--- src/rtl/layer_sched_if.sv ---
// Handshake/status bundle between layer_sched and its controller, iterator and pipeline.
// The err signal exists only when LAYER_SCHED_TIMEOUT_EN is defined.
interface layer_sched_if #(
    parameter int NUM_LAYERS = 3
);
    localparam int IDX_W = $clog2(NUM_LAYERS) + 1;

    logic             start;
    logic             abort;
    logic             iter_ready;
    logic             out_en;
    logic             iter_go;
    logic [IDX_W-1:0] layer_idx;
    logic             busy;
    logic             layer_done;
    logic             all_done;
    logic [15:0]      out_cnt;
`ifdef LAYER_SCHED_TIMEOUT_EN
    logic             err;

    modport master (
        input  start, abort, iter_ready, out_en,
        output iter_go, layer_idx, busy, layer_done, all_done, out_cnt, err
    );

    modport slave (
        output start, abort, iter_ready, out_en,
        input  iter_go, layer_idx, busy, layer_done, all_done, out_cnt, err
    );
`else
    modport master (
        input  start, abort, iter_ready, out_en,
        output iter_go, layer_idx, busy, layer_done, all_done, out_cnt
    );

    modport slave (
        output start, abort, iter_ready, out_en,
        input  iter_go, layer_idx, busy, layer_done, all_done, out_cnt
    );
`endif
endinterface

--- src/rtl/layer_sched.sv ---
// Layer sequencer: launches the address iterator once per layer, waits for the pipeline
// to drain, then advances. Optional RUN watchdog enabled by defining LAYER_SCHED_TIMEOUT_EN.
module layer_sched #(
    parameter int NUM_LAYERS   = 3,
    parameter int DRAIN_CYCLES = 8,
    parameter int TIMEOUT      = 65535
) (
    input  logic          clk,
    input  logic          rstn,
    layer_sched_if.master bus
);
    localparam int             LW         = $clog2(NUM_LAYERS) + 1;
    localparam int             DW         = $clog2(DRAIN_CYCLES + 1);
    localparam logic [LW-1:0]  LAST_LAYER = LW'(NUM_LAYERS - 1);
    localparam logic [DW-1:0]  DRAIN_LAST = DW'(DRAIN_CYCLES - 1);

    if (NUM_LAYERS < 1 || DRAIN_CYCLES < 1 || TIMEOUT < 1) begin : g_bad_params
        $error("layer_sched: NUM_LAYERS, DRAIN_CYCLES and TIMEOUT must all be at least 1");
    end

    typedef enum logic [1:0] {IDLE, LAUNCH, RUN, DRAIN} state_t;

    state_t          state, state_nx;
    logic [LW-1:0]   layer_idx_q, layer_idx_nx;
    logic [DW-1:0]   drain_cnt, drain_cnt_nx;
    logic [15:0]     out_cnt_q, out_cnt_nx;
    logic            last_drain;
    logic            counting;

`ifdef LAYER_SCHED_TIMEOUT_EN
    localparam logic [31:0] WD_LAST = 32'(TIMEOUT - 1);
    logic [31:0]     wd_cnt, wd_cnt_nx;
    logic            err_q, err_nx;
`endif

    assign last_drain = (state == DRAIN) && (drain_cnt == DRAIN_LAST);
    assign counting   = (state == RUN) || (state == DRAIN);

    always_ff @(posedge clk or negedge rstn) begin
        if (!rstn) begin
            state       <= IDLE;
            layer_idx_q <= '0;
            drain_cnt   <= '0;
            out_cnt_q   <= '0;
`ifdef LAYER_SCHED_TIMEOUT_EN
            wd_cnt      <= '0;
            err_q       <= 1'b0;
`endif
        end else begin
            state       <= state_nx;
            layer_idx_q <= layer_idx_nx;
            drain_cnt   <= drain_cnt_nx;
            out_cnt_q   <= out_cnt_nx;
`ifdef LAYER_SCHED_TIMEOUT_EN
            wd_cnt      <= wd_cnt_nx;
            err_q       <= err_nx;
`endif
        end
    end

    // Abort overrides everything and leaves out_cnt holding its last value for inspection.
    always_comb begin
        state_nx     = state;
        layer_idx_nx = layer_idx_q;
        drain_cnt_nx = drain_cnt;
        out_cnt_nx   = out_cnt_q;
`ifdef LAYER_SCHED_TIMEOUT_EN
        wd_cnt_nx    = wd_cnt;
        err_nx       = err_q;
`endif
        if (counting && bus.out_en && (out_cnt_q != 16'hFFFF)) begin
            out_cnt_nx = out_cnt_q + 16'd1;
        end

        if (bus.abort) begin
            state_nx     = IDLE;
            layer_idx_nx = '0;
            drain_cnt_nx = '0;
            out_cnt_nx   = out_cnt_q;
        end else begin
            unique case (state)
                IDLE: begin
                    if (bus.start) begin
                        state_nx   = LAUNCH;
                        out_cnt_nx = '0;
`ifdef LAYER_SCHED_TIMEOUT_EN
                        err_nx     = 1'b0;
`endif
                    end
                end
                LAUNCH: begin
                    state_nx = RUN;
`ifdef LAYER_SCHED_TIMEOUT_EN
                    wd_cnt_nx = '0;
`endif
                end
                RUN: begin
                    if (bus.iter_ready) begin
                        state_nx     = DRAIN;
                        drain_cnt_nx = '0;
                    end
`ifdef LAYER_SCHED_TIMEOUT_EN
                    else if (wd_cnt == WD_LAST) begin
                        state_nx     = IDLE;
                        layer_idx_nx = '0;
                        err_nx       = 1'b1;
                    end else begin
                        wd_cnt_nx = wd_cnt + 32'd1;
                    end
`endif
                end
                DRAIN: begin
                    if (last_drain) begin
                        drain_cnt_nx = '0;
                        if (layer_idx_q == LAST_LAYER) begin
                            state_nx     = IDLE;
                            layer_idx_nx = '0;
                        end else begin
                            state_nx     = LAUNCH;
                            layer_idx_nx = layer_idx_q + LW'(1);
                            out_cnt_nx   = '0;
                        end
                    end else begin
                        drain_cnt_nx = drain_cnt + DW'(1);
                    end
                end
                default: state_nx = IDLE;
            endcase
        end
    end

    // Every output is decoded from registered state so no input reaches an output directly.
    assign bus.iter_go    = (state == LAUNCH);
    assign bus.busy       = (state != IDLE);
    assign bus.layer_done = last_drain;
    assign bus.all_done   = last_drain && (layer_idx_q == LAST_LAYER);
    assign bus.layer_idx  = layer_idx_q;
    assign bus.out_cnt    = out_cnt_q;
`ifdef LAYER_SCHED_TIMEOUT_EN
    assign bus.err        = err_q;
`endif

endmodule

--- src/flat_wrapper.sv ---
// flat-port wrapper written by rule: the top's interface ports become plain ports
module layer_sched_flat 
#(
    parameter int NUM_LAYERS   = 3,
    parameter int DRAIN_CYCLES = 8,
    parameter int TIMEOUT      = 65535
)
  (clk, rstn, bus_start, bus_abort, bus_iter_ready, bus_out_en, bus_iter_go, bus_layer_idx, bus_busy, bus_layer_done, bus_all_done, bus_out_cnt);
  layer_sched_if #(.NUM_LAYERS(NUM_LAYERS)) bus_i ();
  input  logic clk;
  input  logic rstn;
  input wire logic [$bits(bus_i.start)-1:0] bus_start;
  input wire logic [$bits(bus_i.abort)-1:0] bus_abort;
  input wire logic [$bits(bus_i.iter_ready)-1:0] bus_iter_ready;
  input wire logic [$bits(bus_i.out_en)-1:0] bus_out_en;
  output wire logic [$bits(bus_i.iter_go)-1:0] bus_iter_go;
  output wire logic [$bits(bus_i.layer_idx)-1:0] bus_layer_idx;
  output wire logic [$bits(bus_i.busy)-1:0] bus_busy;
  output wire logic [$bits(bus_i.layer_done)-1:0] bus_layer_done;
  output wire logic [$bits(bus_i.all_done)-1:0] bus_all_done;
  output wire logic [$bits(bus_i.out_cnt)-1:0] bus_out_cnt;
  assign bus_i.start = bus_start;
  assign bus_i.abort = bus_abort;
  assign bus_i.iter_ready = bus_iter_ready;
  assign bus_i.out_en = bus_out_en;
  assign bus_iter_go = bus_i.iter_go;
  assign bus_layer_idx = bus_i.layer_idx;
  assign bus_busy = bus_i.busy;
  assign bus_layer_done = bus_i.layer_done;
  assign bus_all_done = bus_i.all_done;
  assign bus_out_cnt = bus_i.out_cnt;
  layer_sched #(.NUM_LAYERS(NUM_LAYERS), .DRAIN_CYCLES(DRAIN_CYCLES), .TIMEOUT(TIMEOUT)) u_core (.clk(clk), .rstn(rstn), .bus(bus_i));
endmodule
--- config.mk ---
export PLATFORM = sky130hd
export DESIGN_NAME = layer_sched_flat
export DESIGN_NICKNAME = d
export VERILOG_FILES = /design/src/rtl/layer_sched_if.sv /design/src/rtl/layer_sched.sv /design/src/flat_wrapper.sv
export SDC_FILE = /design/constraint.sdc
export NUM_CORES = 1
export LEC_CHECK = 0
export ABC_AREA = 1
export BUFFER_PORTS_ARGS = -buffer_cell sky130_fd_sc_hd__buf_2
export CAP_MARGIN = 20
export CORE_UTILIZATION = 56
export DETAILED_ROUTE_END_ITERATION = 10
export PLACE_DENSITY = 0.79
export RECOVER_POWER = 100
export SETUP_SLACK_MARGIN = 0.2
export SKIP_CTS_REPAIR_TIMING = 1
export SLEW_MARGIN = 20
export SYNTH_ARGS = -nofsm -noshare
export SYNTH_HDL_FRONTEND = slang
export SYNTH_SLANG_ARGS = --single-unit
--- constraint.sdc ---
create_clock -name clk -period 2.1 [get_ports clk]
set_input_delay 0.21 -clock clk [delete_from_list [all_inputs] [get_ports clk]]
set_output_delay 0.21 -clock clk [all_outputs]
set_load 0.005 [all_outputs]
==> run_results.csv <==
group,metric,value,unit
die,die_area,3324,sq um
clock_tree,clock_latency,0.33,ns
clock_tree,root_buffer,"clkbuf_4",
clock_tree,cts.sinks,25,
timing,setup_tns,0,ns
power_and_ir_drop,clockPowerShare,15.2,%
layout,n_antenna_cell,0,
power_and_ir_drop,seqPwrFrac,45.9,%
logic_synthesis,synth_top_area_share,36.08,%
route,drt_iter0_drc,96,
global_routing,antenna_found_initial,0,
timing,worstMarginPinSlew,1.349,ns
clock_tree,cts_tree,"built",
die,start_util,60.79,%
global_routing,overflow,0,
logic_synthesis,synth_top_cell_by_area,"dfrtp_1",
hold_path,hold_path_class,"in2reg",
critical_path,end_kind,"flip-flop",
place,dp_hpwl,2796,microns
route,drc,4,
logic_synthesis,synthCells,236,
layout,fin_area,1949,sq um
clock_tree,cts_max_path_buffers,2,
route,firstDrtPassIters,7,
logic_synthesis,ys_types,35,
logic_synthesis,syn-cell-area,1734,sq um
global_routing,grt_pass1_vias,1401,
clock_tree,clk_pin_slew,0.15,ns
timing,fin_crit_sh,89.60,%
die,pin_count,29,
timing,fmax,531.4,MHz
power_and_ir_drop,internal_power,871.0,uW
die,die_y,57.65,microns
power_and_ir_drop,comb_power_share,39.0,%
run_status,status,"complete, but fails checks",
die,core,2853,sq um
route,vias,1592,
logic_synthesis,syn_avg_cell_area,7.348,sq um
timing,slew_headroom,10.09,%
logic_synthesis,synth.net_count,249,
power_and_ir_drop,vdd_drop_max,0.5449,mV
critical_path,cp_data_arrival_time,2.15,ns
global_routing,track_usage,24.05,%
timing,finalSetupViolCount,0,
place,gp_congestion,0.8725,
critical_path,startpoint_type,"flip-flop",
power_and_ir_drop,p_sw,601.2,uW
route,wire_per_inst,12.28,microns
layout,fin_nets,283,
power_and_ir_drop,swShare,40.84,%
global_routing,grt_pass1_wl,6182,microns
critical_path,required,2.36,ns
layout,drive_above_1_share,18.22,%
timing,clock_skew,0.01977,ns
route,drt_wl_total,3684,microns
timing,finalMaxSlewViolations,0,
critical_path,critPathKind,"reg2reg",
timing,period_needed,1.882,ns
flow_run,maxCapViolCount,0,
global_routing,grt_max_degree,26,
logic_synthesis,ys_seq_area_share,36.08,%
timing,rsz0062_at_grt,"yes",
clock_tree,htree_num_levels,1,
logic_synthesis,yosys_register_bits,25,
place,placed_cell_area,1901,sq um
critical_path,critPathMaxFanout,18,
logic_synthesis,synthTopCellsByArea,"dfrtp_1, nand2_1, inv_1",
route,viasPerCell,5.307,
power_and_ir_drop,power.leakage,0.9828,nW
layout,area_growth,12.41,%
power_and_ir_drop,power_density,755.2,nW/um^2
timing,finalHoldViolCount,0,
run_status,violations,"DRC",
die,num_rows,19,
clock_tree,cts_buffers,3,
place,port_buffers,28,
die,die_x,57.65,microns
route,drtAntennaViolNets,0,
logic_synthesis,yosys_warnings,0,
[worst paths after layout]
check                                 startpoint                 endpoint  slack, ns  cells past startpoint
min in group asynchronous                   rstn  u_core.bus.layer_idx[1]       0.68                      2
setup / recovery           u_core.bus.out_cnt[1]    u_core.bus.out_cnt[2]       0.22                      9
max in group asynchronous                   rstn    u_core.bus.out_cnt[9]       0.61                      2
hold / removal                         bus_abort    u_core.bus.out_cnt[4]       0.25                      3
hold reg to reg              u_core.drain_cnt[2]      u_core.drain_cnt[2]       0.57                      2
setup reg to reg           u_core.bus.out_cnt[1]    u_core.bus.out_cnt[2]       0.22                      9
[layout by cell type (no fill, tap or decap), drive strengths merged, types with 2 or more instances in the layout]
cell type / synthesis / layout
a21oi: 5 / 5
buf: 2 / 27
or2: 2 / 2
ha: 7 / 7
nand4: 10 / 10
nor2: 23 / 23
xor2: 5 / 5
nand2: 64 / 64
inv: 34 / 34
nand3: 23 / 23
dfrtp: 25 / 25
nand3b: 2 / 2
o21ai: 23 / 23
clkbuf: 1 / 7
[power groups by stage]
stage,Sequential (mW),Clock [mW],Combinational [mW]
global route,0.689,0.258,0.648
floorplan,0.676,0,0.385
finish,0.675,0.224,0.573
global placement,0.687,0,0.537
CTS,0.680,0.229,0.554
detailed placement,0.692,0,0.550
[stage by stage]
| step | std cells | power [mW] | setup WS (ns) | util, % | hold slack (ns) |
|---|---|---|---|---|---|
| after global placement | 293 | 1.224 | 0.2916 | 66.62 | 0.2308 |
| after CTS | 297 | 1.463 | 0.2150 | 67.68 | -0.1373 |
| after floorplan | 236 | 1.060 | 0.4555 | - | -0.08559 |
| after global routing | 300 | 1.595 | 0.07912 | 68.33 | 0.2650 |
| final | 300 | 1.472 | 0.2183 | 68.33 | 0.2463 |
| after detailed placement | 293 | 1.241 | 0.2336 | 66.62 | 0.2361 |
[sequential cells by signal, summed over array words and instances (netlist names)]
| signal | cells |
|---|---|
| u_core.drain_cnt | 4 |
| u_core.state | 2 |
| u_core.bus.out_cnt | 16 |
| u_core.bus.layer_idx | 3 |
[final cells by class]
type | count | area (sq um)
Tap cell | 31 | 38.79
Sequential cell | 25 | 625.6
Fill cell | 268 | 903.4
Inverter | 34 | 127.6
Clock buffer | 3 | 22.52
Multi-Input combinational cell | 174 | 958.4
Clock inverter | 1 | 7.507
Timing Repair Buffer | 32 | 168.9
[logic make-up (layout without fill, tap and decap cells)]
kind of cell	count (synthesis)	after routing	share of synthesized area [%]
simple gates	125	125	35.07
xor+xnor	6	6	3.030
flops	25	25	36.08
fa+ha+maj	7	7	5.050
compound gates	36	36	12.27
buf+inv	37	70	8.513
[metal layers]
layer	global-route usage (%)	wire length [microns]	share of wire (%)	up-vias
met4	6.122	45	1.2	0
met5	0	0	0	-
li1	-	-	-	834
met1	34.00	1868	51	716
met2	38.04	1592	43	38
met3	4.911	177	4.8	4
[critical path, cell delays in order (launching register included)]
cell	delay [ns]
dfrtp_1	0.46
ha_1	0.23
nand2_1	0.12
nor2_1	0.08
nand2_1	0.18
nor2_4	0.07
nor2_4	0.30
nand2_1	0.11
nand2_1	0.08
a21boi_0	0.18
[Yosys cell counts]
master / number
a211oi_1: 1
a21boi_1: 1
a21oi_1: 4
a21oi_4: 1
a22oi_1: 1
a31oi_1: 1
buf_2: 1
buf_6: 1
clkbuf_1: 1
dfrtp_1: 25
ha_1: 7
inv_1: 33
inv_2: 1
nand2_1: 60
nand2_2: 3
nand2_4: 1
nand3_1: 23
nand3b_1: 1
nand3b_2: 1
nand4_1: 8
nand4_2: 2
nor2_1: 15
nor2_2: 5
nor2_4: 3
nor3_2: 1
o211ai_1: 1
o21a_1: 1
o21ai_0: 12
o21ai_1: 11
o21ba_2: 1
o21bai_1: 1
or2_0: 1
or2_2: 1
xnor2_1: 1
xor2_1: 5
Note: power is estimated with default switching activity, not from simulation.
